File: src/rtl/tdc_chain_reader.sv
// Carry-chain TDC controller: clears the tap latches, launches an edge, snapshots the thermometer code
// and returns its ones-count on a valid/ready port. Optional bubble detection: TDC_CHAIN_READER_BUBBLE_DETECT_EN.
module tdc_chain_reader #(
    parameter int unsigned N_TAPS        = 64,
    parameter int unsigned LANES         = 8,
    parameter int unsigned SETTLE_CYCLES = 4,
    parameter int unsigned CW            = $clog2(N_TAPS + 1)
) (
    input  logic              clk,
    input  logic              reset,
    input  logic              start,
    output logic              busy,
    output logic              chain_launch,
    output logic              latch_enable,
    output logic              latch_reset,
    input  logic [N_TAPS-1:0] taps,
    output logic [CW-1:0]     result,
    output logic              result_valid,
    input  logic              result_ready,
    output logic              overflow,
    output logic              underflow,
    output logic              bubble
);

    localparam int unsigned SCAN_CYCLES = N_TAPS / LANES;
    localparam int unsigned SW          = (SETTLE_CYCLES > 1) ? $clog2(SETTLE_CYCLES) : 1;
    localparam int unsigned KW          = (SCAN_CYCLES > 1) ? $clog2(SCAN_CYCLES) : 1;

    typedef enum logic [2:0] {
        S_IDLE,
        S_CLEAR,
        S_ARM,
        S_SNAP,
        S_SCAN,
        S_DONE
    } state_t;

    state_t state;
    state_t state_nxt;

    logic [SW-1:0]     settle_cnt;
    logic [KW-1:0]     scan_cnt;
    logic              settle_last;
    logic              scan_last;

    logic [N_TAPS-1:0] shadow;
    logic [CW-1:0]     acc;
    logic [LANES-1:0]  lane_c;
    logic [CW-1:0]     sum_c;

    logic              busy_nxt;
    logic              launch_nxt;
    logic              lenable_nxt;
    logic              lreset_nxt;
    logic              valid_nxt;

    function automatic logic [CW-1:0] lane_ones(input logic [LANES-1:0] v);
        logic [CW-1:0] n;
        n = '0;
        for (int unsigned j = 0; j < LANES; j++) begin
            n = n + CW'(v[j]);
        end
        return n;
    endfunction

    assign settle_last = (settle_cnt == SW'(SETTLE_CYCLES - 1));
    assign scan_last   = (scan_cnt == KW'(SCAN_CYCLES - 1));
    assign lane_c      = shadow[LANES-1:0];
    assign sum_c       = acc + lane_ones(lane_c);

    // State register
    always_ff @(posedge clk) begin
        if (reset) begin
            state <= S_IDLE;
        end else begin
            state <= state_nxt;
        end
    end

    // Next state; control outputs are decoded from the next state so they register in step with it
    always_comb begin
        state_nxt   = state;
        busy_nxt    = 1'b0;
        launch_nxt  = 1'b0;
        lenable_nxt = 1'b0;
        lreset_nxt  = 1'b0;
        valid_nxt   = 1'b0;

        case (state)
            S_IDLE:  if (start)        state_nxt = S_CLEAR;
            S_CLEAR: if (settle_last)  state_nxt = S_ARM;
            S_ARM:                     state_nxt = S_SNAP;
            S_SNAP:                    state_nxt = S_SCAN;
            S_SCAN:  if (scan_last)    state_nxt = S_DONE;
            S_DONE:  if (result_ready) state_nxt = S_IDLE;
            default:                   state_nxt = S_IDLE;
        endcase

        busy_nxt    = (state_nxt != S_IDLE);
        lreset_nxt  = (state_nxt == S_CLEAR);
        lenable_nxt = (state_nxt == S_ARM);
        launch_nxt  = (state_nxt == S_ARM) || (state_nxt == S_SNAP) ||
                      (state_nxt == S_SCAN) || (state_nxt == S_DONE);
        valid_nxt   = (state_nxt == S_DONE);
    end

    // Registered control outputs
    always_ff @(posedge clk) begin
        if (reset) begin
            busy         <= 1'b0;
            chain_launch <= 1'b0;
            latch_enable <= 1'b0;
            latch_reset  <= 1'b0;
            result_valid <= 1'b0;
        end else begin
            busy         <= busy_nxt;
            chain_launch <= launch_nxt;
            latch_enable <= lenable_nxt;
            latch_reset  <= lreset_nxt;
            result_valid <= valid_nxt;
        end
    end

    // Phase counters, parked at zero outside their own state
    always_ff @(posedge clk) begin
        if (reset) begin
            settle_cnt <= '0;
            scan_cnt   <= '0;
        end else begin
            settle_cnt <= (state == S_CLEAR) ? settle_cnt + SW'(1) : '0;
            scan_cnt   <= (state == S_SCAN)  ? scan_cnt + KW'(1)   : '0;
        end
    end

    // Snapshot, then consume the shadow one lane per cycle from the chain head upward
    always_ff @(posedge clk) begin
        if (reset) begin
            shadow    <= '0;
            acc       <= '0;
            result    <= '0;
            overflow  <= 1'b0;
            underflow <= 1'b0;
        end else begin
            if (state == S_SNAP) begin
                shadow <= taps;
                acc    <= '0;
            end
            if (state == S_SCAN) begin
                shadow <= shadow >> LANES;
                acc    <= sum_c;
                if (scan_last) begin
                    result    <= sum_c;
                    overflow  <= (sum_c == CW'(N_TAPS));
                    underflow <= (sum_c == '0);
                end
            end
        end
    end

`ifdef TDC_CHAIN_READER_BUBBLE_DETECT_EN
    logic             prev_top;
    logic             bub_acc;
    logic [LANES:0]   lane_ext_c;
    logic             lane_bub_c;

    // prev_top starts at 1 so the chain head bit never flags against a nonexistent neighbour
    assign lane_ext_c = {lane_c, prev_top};
    assign lane_bub_c = |(lane_ext_c[LANES:1] & ~lane_ext_c[LANES-1:0]);

    always_ff @(posedge clk) begin
        if (reset) begin
            prev_top <= 1'b0;
            bub_acc  <= 1'b0;
            bubble   <= 1'b0;
        end else begin
            if (state == S_SNAP) begin
                prev_top <= 1'b1;
                bub_acc  <= 1'b0;
            end
            if (state == S_SCAN) begin
                prev_top <= lane_c[LANES-1];
                bub_acc  <= bub_acc | lane_bub_c;
                if (scan_last) begin
                    bubble <= bub_acc | lane_bub_c;
                end
            end
        end
    end
`else
    assign bubble = 1'b0;
`endif

endmodule

File: config.mk
export PLATFORM = sky130hd
export DESIGN_NAME = tdc_chain_reader
export DESIGN_NICKNAME = d
export VERILOG_FILES = /design/src/rtl/tdc_chain_reader.sv
export SDC_FILE = /design/constraint.sdc
export NUM_CORES = 1
export LEC_CHECK = 0
export ABC_CLOCK_PERIOD_IN_PS = 3800
export BUFFER_PORTS_ARGS = -buffer_cell sky130_fd_sc_hd__buf_2
export CAP_MARGIN = 20
export CORE_MARGIN = 8
export CORE_UTILIZATION = 55
export CTS_BUF_LIST = sky130_fd_sc_hd__clkbuf_16
export CTS_CLUSTER_SIZE = 8
export DETAILED_ROUTE_END_ITERATION = 6
export PLACE_DENSITY = 0.87
export RECOVER_POWER = 100
export REMOVE_ABC_BUFFERS = 1
export SLEW_MARGIN = 0
export SYNTH_ARGS = -nofsm -noshare
export SYNTH_HDL_FRONTEND = slang
export SYNTH_SLANG_ARGS = --single-unit
File: constraint.sdc
create_clock -name clk -period 3.8 [get_ports clk]
set_input_delay 0.57 -clock clk [delete_from_list [all_inputs] [get_ports clk]]
set_output_delay 0.57 -clock clk [all_outputs]
set_load 0.03 [all_outputs]
# Word-level counts from Yosys, hierarchy flattened
# Cells that the tools add are included.
[totals]
out_inout_bits = 15
regBits = 93
word_cells = 59
[classes]
muxes = 9
reduce_logical = 11
n_bitwise = 2
n_addsub = 10
eq_ne = 13
[ops]
columns = ["operator", "n"]
rows = [
  ["$mux 56", 2],
  ["$pmux 3 s6", 1],
  ["$eq 3x3->1 const B", 5],
  ["$mux 7", 2],
  ["$eq 3x2->1 const B", 4],
  ["$mux 3", 4],
  ["$add 6x1->7", 1],
  ["$add 7x1->7", 1],
  ["$add 7x7->7", 1],
  ["$eq 7x7->1 const B", 1],
  ["$logic_not 7->1", 1],
  ["$add 5x1->6", 1],
  ["$eq 3x1->1 const B", 2],
  ["$reduce_or 2->1", 3],
  ["$add 4x1->5", 1],
  ["$add 3x1->4", 1],
  ["$add 2x1->3", 1],
  ["$add 3x1->3 const B", 1],
  ["$logic_not 3->1", 1],
  ["$logic_or 1x1->1", 3],
  ["$reduce_bool 3->1", 1],
  ["$add 1x1->2", 1],
  ["$add 2x1->2 const B", 1],
  ["$eq 2x2->1 const B", 1],
  ["other kinds (3)", 4],
]

# Longest topological paths before layout
[logic_depth]
depth_word = 9
depth_mapped = 12
mapped_depth_nobuf = 12

# Least setup slack after synthesis
# Ideal clock, no wire load.
[synth_path]
kind = "register -> register"
start = "register shadow[0]"
end = "register underflow"
setup_ns = 0.101
stages_incl_launch_ff = 13
path_slack_ns = 0.325
period_less_slack_ns = 3.475
n_path_buf = 0
arrival_time_ns = 3.374
required_time_ns = 3.699
path_cell_list = "dfxtp_1 > fa_1 > inv_1 > fa_1 > fa_1 > fa_1 > inv_1 > fa_1 > nor3b_1 > nand2_1 > mux2i_1 > o211ai_1 > o41ai_1"
[synth_between]
elab_chain_len = 9
[synth_rtl]
columns = ["item", "line_no", "source"]
rows = [
  ["start: declaration", "46", "logic [N_TAPS-1:0] shadow;"],
  ["start signal: assignment", "145", "shadow <= taps;"],
  ["start signal: assignment", "149", "shadow <= shadow >> LANES;"],
  ["$add 1x1->2", "61", "n = n + CW'(v[j]);"],
  ["$add 2x1->3", "61", ""],
  ["$add 3x1->4", "61", ""],
  ["$add 4x1->5", "61", ""],
  ["$add 5x1->6", "61", ""],
  ["$add 6x1->7", "61", ""],
  ["$add 7x1->7", "61", ""],
  ["$add 7x7->7", "69", "assign sum_c = acc + lane_ones(lane_c);"],
  ["via sum_c[1]", "49", "logic [CW-1:0] sum_c;"],
  ["$logic_not 7->1", "154", "underflow <= (sum_c == '0);"],
  ["end signal: assignment", "154", ""],
  ["end: declaration", "21", "output logic underflow,"],
]
# The timed path passes the listed nets, and every way through them passes these cells.
# A chain may end at the register's enable or synchronous reset.

# Worst setup path in the final report
# Same ends and word-level chain as after synthesis.

==> out/metrics.yaml <==
synth_edf_count: 0
postCtsSetupRepairBufs: 0
num_vias: 3659
fin_crit_ns: 3.57
grtUsageTotal_pct: 18.4
hold_violations: 0
synth.avg_cell_area_um2: 8.13
setup-tns-final_ns: 0
vdd_drop_max_mv: 0.207
grt_max_degree: 119
swShare_pct: 22.1
p_comb_share_pct: 3.7
power.leakage_uw: 0.00190
netlist_area_mm2: 0.00414
start_kind: "flop"
vias_per_cell: 5.45
cpPeakStageDelay_ns: 0.53
power_density_mw_per_mm2: 388
drv_cap: 2
internal-power_uw: 1450
fin_crit_sh_pct: 93.9
worst_pin_slew_ns: 1.92
numCtsBuffers: 9
io_pins: 83
cp_top_family: "adder cells"
grt_pass1_wl_um: 15400
async_reset_ff_share_pct: 0
drt-initial-drc-count: 270
synth.most_common_cell: "nand2_1"
avgRoutedWirePerCell_um: 14.3
hp-class: "flop to flop"
clk_path_buf_depth: 2
root_buffer: "clkbuf_16"
grt_overflow_total: 0
worstPathRequired_ns: 4.04
place_congestion: 0.888
drt_pass1_iterations: 4
postRouteAntennaNets: 0
max_freq_mhz: 280
synth.top_cells.by_count: "nand2_1 (144), dfxtp_1 (93), nor2_1 (74)"
violations: "capacitance limit, slew limit"
whs_ns: 0.436
path_class: "flop to flop"
synthTopCellsByArea: "dfxtp_1 (45%), nand2_1 (13%), a311oi_1 (12%), nor2_1 (6.7%), a21oi_1 (2.8%)"
ctsHtreeMaxLevel: 3
die_w_um: 103
clk_latency_ns: 0.34
yosysUniqueCellTypes: 43
crit_path_end_kind: "flop"
fin_ws_ns: 0.233
start_util_pct: 57.0
p_clk_share_pct: 43.4
grt_antenna_before_repair: 0
drv_slew: 137
area_growth_pct: 15.7
slew_headroom_pct: -27.8
wl_um: 9570
io_buffers: 81
crit_buf_inv: 2
yosys_register_bits: 93
clk_pin_slew_ns: 0.06
place.detailed.hpwl_um: 6350
path_max_fanout: 4
tritoncts: "yes"
final_util_pct: 66.0
synthCells: 509
detailedPlace.worstSlack_ns: 0.124
core_area_mm2: 0.00725
outcome: "finished with violations"
clock_sinks: 93
skew_ns: 0.00773
drc: 0
p_seq_share_pct: 52.8
switchingPower_uw: 410
dieHeight_um: 103
setup_viol: 0
synth-main-ff-cell: "dfxtp_1"
crit_path_frequent_cell: "fa_1"
crit_chain: "fa_1 > inv_1 > fa_1 > fa_1 > fa_2 > inv_1 > fa_2 > nor3b_2 > nand2_1 > mux2i_1 > o211ai_1 > o41ai_2"
synth_seq_area_share_pct: 45.0
yosysWarnings: 0
rsz0062_at_grt: "no"
antenna_cells: 0
arrival_ns: 3.80
nets: 649
crit_path_top_delay_cell: "fa_1"
yosysTopAreaCell: "dfxtp_1"
drive_above_1_share_pct: 16.6
grt_pass1_vias: 3351
rows: 31
dieArea_mm2: 0.0106
yosys.area.top_type_share_pct: 45.0
==> final timing paths <==
| path | from | end | slack (ns) | cells after the start |
|---|---|---|---|---|
| max | shadow[0] | underflow | 0.23 | 12 |
| min | scan_cnt[0] | scan_cnt[0] | 0.44 | 1 |
| max reg2reg | shadow[0] | underflow | 0.23 | 12 |
| min reg2reg | scan_cnt[0] | scan_cnt[0] | 0.44 | 1 |
==> routing by layer <==
layer | vias to the layer above | track usage [%] | part of all wire, %
met1 | 1699 | 23.3 | 45
met5 | - | 0 | 0
li1 | 1858 | - | -
met3 | 10 | 4.93 | 5.5
met4 | 0 | 7.11 | 1.1
met2 | 92 | 29.3 | 49
==> worst reg2reg max path: stages, from the launching register on <==
cell      delay [ns]
dfxtp_1         0.33
fa_1            0.53
inv_1           0.05
fa_1            0.49
fa_1            0.43
fa_2            0.37
inv_1           0.08
fa_2            0.46
nor3b_2         0.19
nand2_1         0.07
mux2i_1         0.14
o211ai_1        0.13
o41ai_2         0.21
==> through the flow <==
stage / power, uW / cell area (um^2) / std cells
final: 1860 / 4790 / 671
after global routing: 1930 / 4790 / 671
after CTS: 1870 / 4780 / 669
after detailed placement: 1080 / 4520 / 653
after global placement: 1080 / 4520 / 653
after floorplan: 1020 / 3940 / 468
==> cell usage in the layout, fill, tap and decap left out, types with 3 or more instances in the layout <==
cell type / Yosys / final
xor2_1: 3 / 3
a22oi_1: 4 / 4
clkinvlp_4: 0 / 3
nor3_1: 3 / 3
a311oi_1: 56 / 56
clkbuf_16: 0 / 9
nand2_1: 144 / 144
dfxtp_1: 93 / 93
clkbuf_1: 21 / 16
buf_4: 7 / 4
nor2_1: 74 / 75
nand3b_1: 3 / 3
mux2i_1: 3 / 3
buf_2: 10 / 66
a21oi_1: 23 / 23
ha_1: 9 / 9
inv_1: 13 / 14
fa_1: 5 / 3
==> repair_timing <==
item / CTS / global route
hold buffers: 0 / 0
endpoints found under the hold margin: 0 / 0
gates resized for setup: 0 / 4
setup endpoints to repair: 0 / 1
==> power by group through the flow <==
stage                     combinational, uW  clock [uW]  sequential [uW]
after CTS                              72.9         820              981
after floorplan                        13.8           0             1010
final                                  69.7         807              982
after detailed placement               72.6           0             1000
after global placement                 71.8           0             1000
after global routing                   75.4         875              981
==> cell type report <==
class	count	area (um^2)
Timing Repair Buffer	88	445
Inverter	13	48.8
Multi-Input combinational cell	362	2040
Clock buffer	9	225
Fill cell	630	2470
Tap cell	99	124
Clock inverter	7	42.5
Sequential cell	93	1860
==> registers in the layout, summed over array words and instances (netlist names) <==
signal        count
busy              1
result            7
underflow         1
shadow           64
state             3
latch_enable      1
overflow          1
settle_cnt        2
chain_launch      1
latch_reset       1
acc               7
scan_cnt          3
result_valid      1
==> logic make-up after synthesis <==
logic type,synth area share [%]
and+or+nand+nor,24.8
DFF,45.0
AOI/OAI and AO/OA,17.1
buffers and inverters,6.02
adders and majority gates,5.14
xor gates and xnor gates,1.06
muxes,0.726
other,0.0907
(Power assumes the default switching activity.)
